`config.mk`:
```
export PLATFORM = sky130hd
export DESIGN_NAME = multicycle_controller_flat
export DESIGN_NICKNAME = d
export VERILOG_FILES = /design/src/rtl/multicycle_controller_pkg.sv /design/src/rtl/multicycle_controller_if.sv /design/src/rtl/multicycle_controller_decode.sv /design/src/rtl/multicycle_controller.sv /design/src/flat_wrapper.sv
export SDC_FILE = /design/constraint.sdc
export NUM_CORES = 1
export LEC_CHECK = 0
export CAP_MARGIN = 20
export CORE_MARGIN = 1.5
export CORE_UTILIZATION = 45
export CTS_CLUSTER_DIAMETER = 60
export DETAILED_ROUTE_END_ITERATION = 16
export DONT_BUFFER_PORTS = 1
export SYNTH_ARGS = -nofsm -noshare
export SYNTH_HDL_FRONTEND = slang
export SYNTH_SLANG_ARGS = --single-unit
```
`constraint.sdc`:
```
create_clock -name clock -period 1.95 [get_ports clock]
set_input_delay 0.2925 -clock clock [delete_from_list [all_inputs] [get_ports clock]]
set_output_delay 0.2925 -clock clock [all_outputs]
set_load 0.02 [all_outputs]
```
`src/rtl/multicycle_controller_pkg.sv`:
```
// Shared definitions for the multicycle controller: state encoding, opcode/funct
// constants, ALUOp and PC_src codes, and the one-hot instruction class vector.
`timescale 1ns/1ps
package multicycle_controller_pkg;

  typedef enum logic [2:0] {
    S_FETCH  = 3'd0,
    S_DECODE = 3'd1,
    S_EXEC   = 3'd2,
    S_MEM    = 3'd3,
    S_WB     = 3'd4
  } state_e;

  localparam logic [5:0] OP_RTYPE = 6'h00;
  localparam logic [5:0] OP_J     = 6'h02;
  localparam logic [5:0] OP_JAL   = 6'h03;
  localparam logic [5:0] OP_BEQ   = 6'h04;
  localparam logic [5:0] OP_BNE   = 6'h05;
  localparam logic [5:0] OP_LW    = 6'h23;
  localparam logic [5:0] OP_SW    = 6'h2B;

  localparam logic [5:0] FN_SLL  = 6'h00;
  localparam logic [5:0] FN_SRL  = 6'h02;
  localparam logic [5:0] FN_SRA  = 6'h03;
  localparam logic [5:0] FN_SLLV = 6'h04;
  localparam logic [5:0] FN_SRLV = 6'h06;
  localparam logic [5:0] FN_SRAV = 6'h07;
  localparam logic [5:0] FN_JR   = 6'h08;

  typedef enum logic [1:0] {
    ALU_ADD  = 2'b00,
    ALU_SUB  = 2'b01,
    ALU_FUNC = 2'b10
  } alu_op_e;

  typedef enum logic [1:0] {
    PC_SEQ    = 2'b00,
    PC_BRANCH = 2'b01,
    PC_JUMP   = 2'b10,
    PC_REG    = 2'b11
  } pc_src_e;

  // shift is a refinement of rtype: a shift instruction sets both bits.
  typedef struct packed {
    logic illegal;
    logic jal;
    logic j;
    logic bne;
    logic beq;
    logic sw;
    logic lw;
    logic ialu;
    logic jr;
    logic shift;
    logic rtype;
  } instr_class_t;

  function automatic logic is_ialu_op(input logic [5:0] op);
    return op[5:3] == 3'b001;
  endfunction

endpackage

```
`src/rtl/multicycle_controller_if.sv`:
```
// Controller <-> datapath/memory bundle. The controller is the master: it
// consumes IR fields and status, and drives every datapath enable.
`timescale 1ns/1ps
interface multicycle_controller_if #(parameter int CNT_W = 32);
  logic [5:0]       Opcode;
  logic [5:0]       Function_opcode;
  logic             Zero;
  logic             mem_ready;
  logic             PC_write;
  logic [1:0]       PC_src;
  logic             IR_write;
  logic             MemRead;
  logic             MemWrite;
  logic             IorD;
  logic             RegWrite;
  logic             MemtoReg;
  logic             Jal;
  logic [1:0]       ALUOp;
  logic             ALUSrc;
  logic             I_format;
  logic             Sftmd;
  logic             retire;
  logic             illegal;
  logic [CNT_W-1:0] instr_count;

  modport master (
    input  Opcode, Function_opcode, Zero, mem_ready,
    output PC_write, PC_src, IR_write, MemRead, MemWrite, IorD, RegWrite,
           MemtoReg, Jal, ALUOp, ALUSrc, I_format, Sftmd, retire, illegal,
           instr_count
  );

  modport slave (
    output Opcode, Function_opcode, Zero, mem_ready,
    input  PC_write, PC_src, IR_write, MemRead, MemWrite, IorD, RegWrite,
           MemtoReg, Jal, ALUOp, ALUSrc, I_format, Sftmd, retire, illegal,
           instr_count
  );
endinterface

```
`src/rtl/multicycle_controller_decode.sv`:
```
// Combinational opcode/funct to one-hot instruction class mapping.
`timescale 1ns/1ps
module multicycle_controller_decode
  import multicycle_controller_pkg::*;
(
  input  logic [5:0]   opcode_i,
  input  logic [5:0]   funct_i,
  output instr_class_t class_o
);

  // NOTE: the output gets a default before any branch, so no path can leave a latch.
  always_comb begin
    class_o = '0;
    if (opcode_i == OP_RTYPE) begin
      if (funct_i == FN_JR) begin
        class_o.jr = 1'b1;
      end else begin
        class_o.rtype = 1'b1;
        class_o.shift = funct_i inside {FN_SLL, FN_SRL, FN_SRA, FN_SLLV, FN_SRLV, FN_SRAV};
      end
    end else if (is_ialu_op(opcode_i)) begin
      class_o.ialu = 1'b1;
    end else begin
      case (opcode_i)
        OP_LW:   class_o.lw      = 1'b1;
        OP_SW:   class_o.sw      = 1'b1;
        OP_BEQ:  class_o.beq     = 1'b1;
        OP_BNE:  class_o.bne     = 1'b1;
        OP_J:    class_o.j       = 1'b1;
        OP_JAL:  class_o.jal     = 1'b1;
        default: class_o.illegal = 1'b1;
      endcase
    end
  end

endmodule

```
`src/rtl/multicycle_controller.sv`:
```
// Multi-cycle CPU control FSM: sequences FETCH/DECODE/EXEC/MEM/WB, drives the
// datapath enables and ALU configuration, and counts retired instructions.
`timescale 1ns/1ps
module multicycle_controller
  import multicycle_controller_pkg::*;
#(
  parameter int CNT_W = 32
) (
  input  logic                   clock,
  input  logic                   rst_n,
  multicycle_controller_if.master bus
);

  state_e           state_q, state_d;
  instr_class_t     class_q, class_d, dec_class;
  logic [CNT_W-1:0] instr_count_q, instr_count_d;

  logic       pc_write, ir_write, mem_read, mem_write, iord, reg_write;
  logic       memtoreg, jal, alu_src, i_format, sftmd, retire, illegal;
  logic [1:0] pc_src, alu_op;

  multicycle_controller_decode u_decode (
    .opcode_i (bus.Opcode),
    .funct_i  (bus.Function_opcode),
    .class_o  (dec_class)
  );

  // NOTE: registers update with <= so every flop samples the pre-edge values.
  always_ff @(posedge clock) begin
    if (!rst_n) begin
      state_q       <= S_FETCH;
      class_q       <= '0;
      instr_count_q <= '0;
    end else begin
      state_q       <= state_d;
      class_q       <= class_d;
      instr_count_q <= instr_count_d;
    end
  end

  always_comb begin
    state_d   = state_q;
    class_d   = class_q;
    pc_write  = 1'b0;
    pc_src    = PC_SEQ;
    ir_write  = 1'b0;
    mem_read  = 1'b0;
    mem_write = 1'b0;
    iord      = 1'b0;
    reg_write = 1'b0;
    memtoreg  = 1'b0;
    jal       = 1'b0;
    alu_op    = ALU_ADD;
    alu_src   = 1'b0;
    i_format  = 1'b0;
    sftmd     = 1'b0;
    retire    = 1'b0;
    illegal   = 1'b0;

    case (state_q)
      S_FETCH: begin
        mem_read = 1'b1;
        if (bus.mem_ready) begin
          ir_write = 1'b1;
          pc_write = 1'b1;
          state_d  = S_DECODE;
        end
      end

      // The class is captured here once and held for the rest of the instruction.
      S_DECODE: begin
        class_d = dec_class;
        if (dec_class.illegal) begin
          illegal = 1'b1;
          state_d = S_FETCH;
        end else begin
          state_d = S_EXEC;
        end
      end

      S_EXEC: begin
        if (class_q.illegal) begin
          state_d = S_FETCH;
        end else if (class_q.rtype || class_q.ialu) begin
          alu_op   = ALU_FUNC;
          alu_src  = class_q.ialu;
          i_format = class_q.ialu;
          sftmd    = class_q.shift;
          state_d  = S_WB;
        end else if (class_q.lw || class_q.sw) begin
          alu_src = 1'b1;
          state_d = S_MEM;
        end else if (class_q.beq || class_q.bne) begin
          alu_op   = ALU_SUB;
          pc_write = (class_q.beq && bus.Zero) || (class_q.bne && !bus.Zero);
          pc_src   = PC_BRANCH;
          retire   = 1'b1;
          state_d  = S_FETCH;
        end else if (class_q.j || class_q.jr) begin
          pc_write = 1'b1;
          pc_src   = class_q.jr ? PC_REG : PC_JUMP;
          retire   = 1'b1;
          state_d  = S_FETCH;
        end else if (class_q.jal) begin
          pc_write = 1'b1;
          pc_src   = PC_JUMP;
          state_d  = S_WB;
        end else begin
          state_d = S_FETCH;
        end
      end

      S_MEM: begin
        iord      = 1'b1;
        mem_read  = class_q.lw;
        mem_write = class_q.sw;
        if (bus.mem_ready) begin
          if (class_q.lw) begin
            state_d = S_WB;
          end else begin
            retire  = 1'b1;
            state_d = S_FETCH;
          end
        end
      end

      S_WB: begin
        reg_write = 1'b1;
        memtoreg  = class_q.lw;
        jal       = class_q.jal;
        retire    = 1'b1;
        state_d   = S_FETCH;
      end

      default: state_d = S_FETCH;
    endcase
  end

  assign instr_count_d = retire ? instr_count_q + CNT_W'(1) : instr_count_q;

  assign bus.PC_write    = pc_write;
  assign bus.PC_src      = pc_src;
  assign bus.IR_write    = ir_write;
  assign bus.MemRead     = mem_read;
  assign bus.MemWrite    = mem_write;
  assign bus.IorD        = iord;
  assign bus.RegWrite    = reg_write;
  assign bus.MemtoReg    = memtoreg;
  assign bus.Jal         = jal;
  assign bus.ALUOp       = alu_op;
  assign bus.ALUSrc      = alu_src;
  assign bus.I_format    = i_format;
  assign bus.Sftmd       = sftmd;
  assign bus.retire      = retire;
  assign bus.illegal     = illegal;
  assign bus.instr_count = instr_count_q;

endmodule

```
`src/flat_wrapper.sv`:
```
// flat-port wrapper written by rule: the top's interface ports become plain ports
module multicycle_controller_flat import multicycle_controller_pkg::*;
#(
  parameter int CNT_W = 32
)
  (clock, rst_n, bus_Opcode, bus_Function_opcode, bus_Zero, bus_mem_ready, bus_PC_write, bus_PC_src, bus_IR_write, bus_MemRead, bus_MemWrite, bus_IorD, bus_RegWrite, bus_MemtoReg, bus_Jal, bus_ALUOp, bus_ALUSrc, bus_I_format, bus_Sftmd, bus_retire, bus_illegal, bus_instr_count);
  multicycle_controller_if #(.CNT_W(CNT_W)) bus_i ();
  input  logic clock;
  input  logic rst_n;
  input wire logic [$bits(bus_i.Opcode)-1:0] bus_Opcode;
  input wire logic [$bits(bus_i.Function_opcode)-1:0] bus_Function_opcode;
  input wire logic [$bits(bus_i.Zero)-1:0] bus_Zero;
  input wire logic [$bits(bus_i.mem_ready)-1:0] bus_mem_ready;
  output wire logic [$bits(bus_i.PC_write)-1:0] bus_PC_write;
  output wire logic [$bits(bus_i.PC_src)-1:0] bus_PC_src;
  output wire logic [$bits(bus_i.IR_write)-1:0] bus_IR_write;
  output wire logic [$bits(bus_i.MemRead)-1:0] bus_MemRead;
  output wire logic [$bits(bus_i.MemWrite)-1:0] bus_MemWrite;
  output wire logic [$bits(bus_i.IorD)-1:0] bus_IorD;
  output wire logic [$bits(bus_i.RegWrite)-1:0] bus_RegWrite;
  output wire logic [$bits(bus_i.MemtoReg)-1:0] bus_MemtoReg;
  output wire logic [$bits(bus_i.Jal)-1:0] bus_Jal;
  output wire logic [$bits(bus_i.ALUOp)-1:0] bus_ALUOp;
  output wire logic [$bits(bus_i.ALUSrc)-1:0] bus_ALUSrc;
  output wire logic [$bits(bus_i.I_format)-1:0] bus_I_format;
  output wire logic [$bits(bus_i.Sftmd)-1:0] bus_Sftmd;
  output wire logic [$bits(bus_i.retire)-1:0] bus_retire;
  output wire logic [$bits(bus_i.illegal)-1:0] bus_illegal;
  output wire logic [$bits(bus_i.instr_count)-1:0] bus_instr_count;
  assign bus_i.Opcode = bus_Opcode;
  assign bus_i.Function_opcode = bus_Function_opcode;
  assign bus_i.Zero = bus_Zero;
  assign bus_i.mem_ready = bus_mem_ready;
  assign bus_PC_write = bus_i.PC_write;
  assign bus_PC_src = bus_i.PC_src;
  assign bus_IR_write = bus_i.IR_write;
  assign bus_MemRead = bus_i.MemRead;
  assign bus_MemWrite = bus_i.MemWrite;
  assign bus_IorD = bus_i.IorD;
  assign bus_RegWrite = bus_i.RegWrite;
  assign bus_MemtoReg = bus_i.MemtoReg;
  assign bus_Jal = bus_i.Jal;
  assign bus_ALUOp = bus_i.ALUOp;
  assign bus_ALUSrc = bus_i.ALUSrc;
  assign bus_I_format = bus_i.I_format;
  assign bus_Sftmd = bus_i.Sftmd;
  assign bus_retire = bus_i.retire;
  assign bus_illegal = bus_i.illegal;
  assign bus_instr_count = bus_i.instr_count;
  multicycle_controller #(.CNT_W(CNT_W)) u_core (.clock(clock), .rst_n(rst_n), .bus(bus_i));
endmodule
```
==> Word level (Yosys, flattened, before mapping) <==
Cells that the tools add are included.
Widths: inputs -> output; s select.
{ "word_totals": {"reg_bits": 46, "latch_bits": 0, "ramBits": 0, "mem_bits_ro": 0, "output_inout_bits": 49, "elab_cells": 119, "memories": 0} }
{ "op_classes": {"add_sub_neg": 1, "mul": 0, "div": 0, "order_cmp": 0, "n_eq_ne": 19, "shifts": 0, "n_mux": 72, "n_bitwise": 0, "reduce_logical": 14} }
{ "op_table": {"columns": ["op", "n"], "rows": [
  ["$mux 1", 43],
  ["$add 32x1->32 const B", 1],
  ["$eq 6x3->1 const B", 5],
  ["$mux 3", 10],
  ["$mux 2", 13],
  ["$eq 6x2->1 const B", 4],
  ["$eq 6x6->1 const B", 2],
  ["$logic_not 6->1", 2],
  ["$pmux 3 s4", 1],
  ["$mux 8", 1],
  ["$mux 7", 1],
  ["$eq 3x1->1 const B", 2],
  ["$eq 3x2->1 const B", 2],
  ["$eq 6x4->1 const B", 1],
  ["$reduce_bool 6->1", 1],
  ["$reduce_or 6->1", 1],
  ["$logic_or 1x1->1", 5],
  ["$ne 2x2->1 const B", 2],
  ["$pmux 1 s2", 2],
  ["$eq 3x3->1 const B", 1],
  ["$logic_not 3->1", 1],
  ["$pmux 1 s3", 1],
  ["$logic_and 1x1->1", 2],
  ["$reduce_and 2->1", 1],
  ["$logic_not 1->1", 1]
]} }

==> Depth between registers and ports, before layout <==
{ "depth": {"depth_word": 8, "mapped_depth": 7, "depth_no_buf": 6} }

==> By module <==
From an unflattened synthesis, not the netlist that was laid out.
{ "hier_totals": {"hier_cells": 339, "hier_area_um2": 2921.6} }
{ "by_module_without_submodules": {"columns": ["module", "instances", "cells_each", "area_each_um2", "seq_area_each_um2"], "rows": [
  ["multicycle_controller", 1, 311, 2762.6, 920.9],
  ["multicycle_controller_decode", 1, 28, 158.9, 0.0]
]} }

==> Least setup slack after synthesis <==
OpenSTA, ideal clock, no wires.
{ "synth_timing": {"kind": "reg2reg", "from": "register u_core.instr_count_q[3] (netlist: u_core.bus.instr_count[3])", "to": "register u_core.instr_count_q[31] (netlist: u_core.bus.instr_count[31])", "setup_time_ns": 0.115, "arrival_time_ns": 1.992, "required_time_ns": 1.835, "slack_ns": -0.156, "path_stages_with_launch": 7, "path_buffers": 1, "period_less_slack_ns": 2.106, "cell_sequence": "dfxtp_1 > and4_1 > buf_2 > nand3_2 > a2111o_1 > o31a_1 > o21a_1"} }
{ "synth_via": {"elab_chain_cells": 1} }
{ "synth_lines": {"columns": ["element", "line", "rtl"], "rows": [
  ["start, declared", "multicycle_controller.sv:16", "logic [CNT_W-1:0] instr_count_q, instr_count_d;"],
  ["start signal, assigned", "multicycle_controller.sv:37", "instr_count_q <= instr_count_d;"],
  ["$add 32x1->32", "multicycle_controller.sv:139", "assign instr_count_d = retire ? instr_count_q + CNT_W'(1) : instr_count_q;"]
]} }
No other way between the ends.
A chain may end at the register's enable or synchronous reset.

==> Worst setup path in the final report <==
{ "layout_timing": {"from": "register u_core.state_q[0]", "to": "register u_core.instr_count_q[28] (netlist: u_core.bus.instr_count[28])"} }
{ "layout_via": {"elab_chain_cells": 2, "word_cells_on_any_way": 4, "classes_between": "eq/ne: 3; mux: 1"} }
{ "layout_lines": {"columns": ["element", "line", "rtl"], "rows": [
  ["start, declared", "multicycle_controller.sv:14", "state_e state_q, state_d;"],
  ["start signal, assigned", "multicycle_controller.sv:35", "state_q <= state_d;"],
  ["$eq 3x3->1 / $eq 3x2->1 (equally long branches)", "multicycle_controller.sv:60", "case (state_q)"],
  ["$pmux 1 s3 *", "multicycle_controller.sv:60", null]
]} }
Every way passes the cells marked *; elsewhere a longest branch is shown, timed or not.

==> metrics.txt <==
result of the run finished with violations; violated checks setup timing; CP endpoint kind flop; root buffer cell sky130_fd_sc_hd__clkbuf_8; launch instance of the worst register-to-register path u_core.state_q[0]; relative slew slack 68.2%; net count of the mapped netlist 315; Detailed Route WL 6760 um; critical-path cell with the highest stage delay sky130_fd_sc_hd__dfxtp_4; Top Family by Delay on Critical Path simple AND/OR/NAND/NOR gates; leading register cell type out of synthesis sky130_fd_sc_hd__dfxtp_1; Worst-Skew Late Latency 310 ps; number of inserted diodes 0; Tmin final 2040 ps; data required time at the worst endpoint 2150 ps; setup repair after global routing missed its margin yes; class of the most critical setup path flop to flop; commonest cells after routing, fill and taps aside 57 x sky130_fd_sc_hd__buf_4, 42 x sky130_fd_sc_hd__nor2_1, 31 x sky130_fd_sc_hd__dfxtp_1; final weighted congestion in routability-driven placement 0.806; number of levels the H-tree was split into 2; logic depth of the worst register-to-register path 8; # DRC 0; yosys synthesis warning count 0; aggregate global routing overflow 0; routed via count 2439; Max Clk Rate 0.490 GHz; biggest fanout along the worst timing path 7; Cell variety after synth 57; Vert. Die Dim 77.0 um; WL per Instance 15.8 um; Post-Layout Cell Count 429; mapped cell area 2460 um2; slowest stage delay, CP 370 ps; per-instance average area after synthesis 8.27 um2; flop2flop setup slack -90 ps; Worst Max-Slew Pin Slew 476 ps; Clock Sink Count 46; area taken by multi-input logic gates 1650 um2; final hold slack 105 ps; proportion of layout cells with a drive suffix above 1 36.2%; number of endpoints failing setup at the final stage 16; DR pass1 iterations 4; number of filler instances in the final layout 448; fin nets 375; final count of pins violating max slew 0; worst reg2reg path endpoint u_core.bus.instr_count[28]; Cells on Worst Hold Path 1; effective utilization at floorplan 47.3%; via count of the first global-routing pass 2346; most common library cell in the layout ignoring fill and taps sky130_fd_sc_hd__buf_4; clock tree buffer depth 2; largest voltage drop on the vdd net 443 uV; total placed cells including tap cells 414; post-detailed-route count of antenna-violating nets 0; path type of the worst min-delay path primary input to flop; Inserted Clock Buffers 5; Post-DP HPWL 4760 um; post-synthesis register bit count 46; # port buffers 0; synthesized instance count 298; per-cell via count in the routed design 5.69; largest net degree at the start of global routing 16; CP cell instances nor4b_4, buf_4, nand4b_4, buf_8, a2111oi_4, buf_6, nand4_1, mux2i_1; total count of hold-check failures in the final report 0; CTS tree built; die outline area 5930 um2; I/O pin count 65; Power Dens Cells 522 nW/um2; worst hold start rst_n; Clk pin slew, worst setup/hold paths 90 ps; Area growth syn-to-layout 37.1%; Tcrit/Tclk final 105%; share of synthesized area occupied by flip-flops and latches 37.4%; Die Width 77.0 um; Crit path arrival time 2240 ps; proportion of register bits with asynchronous set or reset after synthesis 0%; worst path buffer plus inverter count 3; Post-synth EDFFs 0; global router's overall resource usage 23.0%; initial antenna violation count 0; endpoint of the worst hold-timing path u_core.state_q[1]; wire length of the first global-routing pass 11100 um; number of placement rows 26; kind of start point of the critical path flop; max-capacitance violation count 0; sequential cell area in the final layout 945 um2; Layout Skew 10.6 ps; total of hold buffers inserted after clock tree synthesis 0; Lkg Pwr 1.20 nW; setup slack of the critical path after layout -92.3 ps; DRT iter0 DRCs 94; core box area 5200 um2
final cells by class:
cell class / count / share of cell area [%]
sequential: 46 / 28.0
timing repair buffer: 66 / 16.0
clock buffer: 5 / 2.04
tap: 70 / 2.59
multi-input combinational: 228 / 48.7
inverter: 11 / 1.33
clock inverter: 3 / 1.30
synth_stat cells, types with 2 or more instances:
cell type | count | share of area, %
sky130_fd_sc_hd__or4_1 | 2 | 0.61
sky130_fd_sc_hd__a21oi_1 | 19 | 3.9
sky130_fd_sc_hd__or3_1 | 7 | 1.8
sky130_fd_sc_hd__a211oi_1 | 4 | 1.2
sky130_fd_sc_hd__clkbuf_1 | 7 | 1.1
sky130_fd_sc_hd__o21a_1 | 2 | 0.61
sky130_fd_sc_hd__nor2_1 | 47 | 7.2
sky130_fd_sc_hd__a22oi_1 | 4 | 1.2
sky130_fd_sc_hd__o31ai_1 | 4 | 1.2
sky130_fd_sc_hd__and3_1 | 3 | 0.76
sky130_fd_sc_hd__nand3_1 | 16 | 3.3
sky130_fd_sc_hd__mux2i_1 | 3 | 1.2
sky130_fd_sc_hd__o21ai_0 | 11 | 2.2
sky130_fd_sc_hd__o2111ai_1 | 2 | 0.71
sky130_fd_sc_hd__a32oi_1 | 5 | 1.8
sky130_fd_sc_hd__nand2_1 | 23 | 3.5
sky130_fd_sc_hd__nand2b_1 | 3 | 0.76
sky130_fd_sc_hd__and2_1 | 3 | 0.76
sky130_fd_sc_hd__inv_1 | 11 | 1.7
sky130_fd_sc_hd__buf_2 | 4 | 0.81
sky130_fd_sc_hd__xnor2_1 | 11 | 3.9
sky130_fd_sc_hd__nor3_1 | 6 | 1.2
sky130_fd_sc_hd__nor4_1 | 5 | 1.3
sky130_fd_sc_hd__xor2_1 | 5 | 1.8
sky130_fd_sc_hd__and4_1 | 5 | 1.8
sky130_fd_sc_hd__a2111oi_2 | 3 | 1.8
sky130_fd_sc_hd__nand4_1 | 6 | 1.5
sky130_fd_sc_hd__dfxtp_1 | 46 | 37
sky130_fd_sc_hd__or2_2 | 3 | 0.76
sequential cells by signal, summed over array words and instances, names as in the netlist:
register,count
u_core.bus.instr_count,32
u_core.class_q,11
u_core.state_q,3
report_power, final:
| part | internal [mW] | switching [mW] | total (mW) |
|---|---|---|---|
| registers | 0.941 | 0.00566 | 0.946 |
| logic | 0.0352 | 0.0589 | 0.0941 |
| clock network | 0.384 | 0.340 | 0.724 |
per-stage QoR:
step | utilization, % | setup slack [ps] | TNS [ps] | area, um2 | power (mW)
CTS | 62.3 | -57.6 | -226 | 3240 | 1.78
global route | 64.9 | -191 | -2570 | 3380 | 1.83
detailed placement | 57.0 | -55.1 | -368 | 2970 | 1.06
finish | 64.9 | -92.3 | -668 | 3380 | 1.76
floorplan | - | -47.9 | -224 | 2490 | 1.04
global placement | 57.0 | -18.1 | -27.5 | 2970 | 1.06
cells by family after synthesis:
kind of cell	after synthesis	share of synthesized area [%]
XOR/XNOR	16	5.69
AND/OR/NAND/NOR	141	30.6
multiplexers	3	1.22
AO/OA/AOI/OAI	66	20.1
flip-flops	46	37.4
buffers and inverters	25	4.47
adder cells (fa/ha/maj)	1	0.508
what timing repair did:
item / in CTS / in global routing
gates cloned: 1 / 0
setup endpoints to repair: 22 / 32
setup buffers: 5 / 2
resized for setup: 25 / 27
pin swaps: 6 / 11
worst reg2reg max path, stage by stage, from the launching register on:
cell                        delay [ps]
sky130_fd_sc_hd__dfxtp_4           370
sky130_fd_sc_hd__nor4b_4           320
sky130_fd_sc_hd__buf_4             180
sky130_fd_sc_hd__nand4b_4          140
sky130_fd_sc_hd__buf_8             170
sky130_fd_sc_hd__a2111oi_4         320
sky130_fd_sc_hd__buf_6             180
sky130_fd_sc_hd__nand4_1           110
sky130_fd_sc_hd__mux2i_1           140
worst max path at each step:
stage                            from                    endpoint  slack (ps)  cells after the start
floorplan           u_core.state_q[0]  u_core.bus.instr_count[31]         -50                      6
global placement    u_core.state_q[0]  u_core.bus.instr_count[28]         -20                      7
detailed placement  u_core.state_q[0]  u_core.bus.instr_count[28]         -60                      7
CTS                 u_core.state_q[2]  u_core.bus.instr_count[28]         -60                      8
global route        u_core.state_q[0]  u_core.bus.instr_count[23]        -190                      6
finish              u_core.state_q[0]  u_core.bus.instr_count[28]         -90                      8
metal layers:
metal	vias up	routed length (um)	GRT usage (%)
met5	-	0	0
met4	0	162	8.73
met3	15	353	5.60
met2	66	3250	38.9
met1	1154	2990	28.1
li1	1204	-	-
No activity file was read; power rests on OpenSTA's default activity.
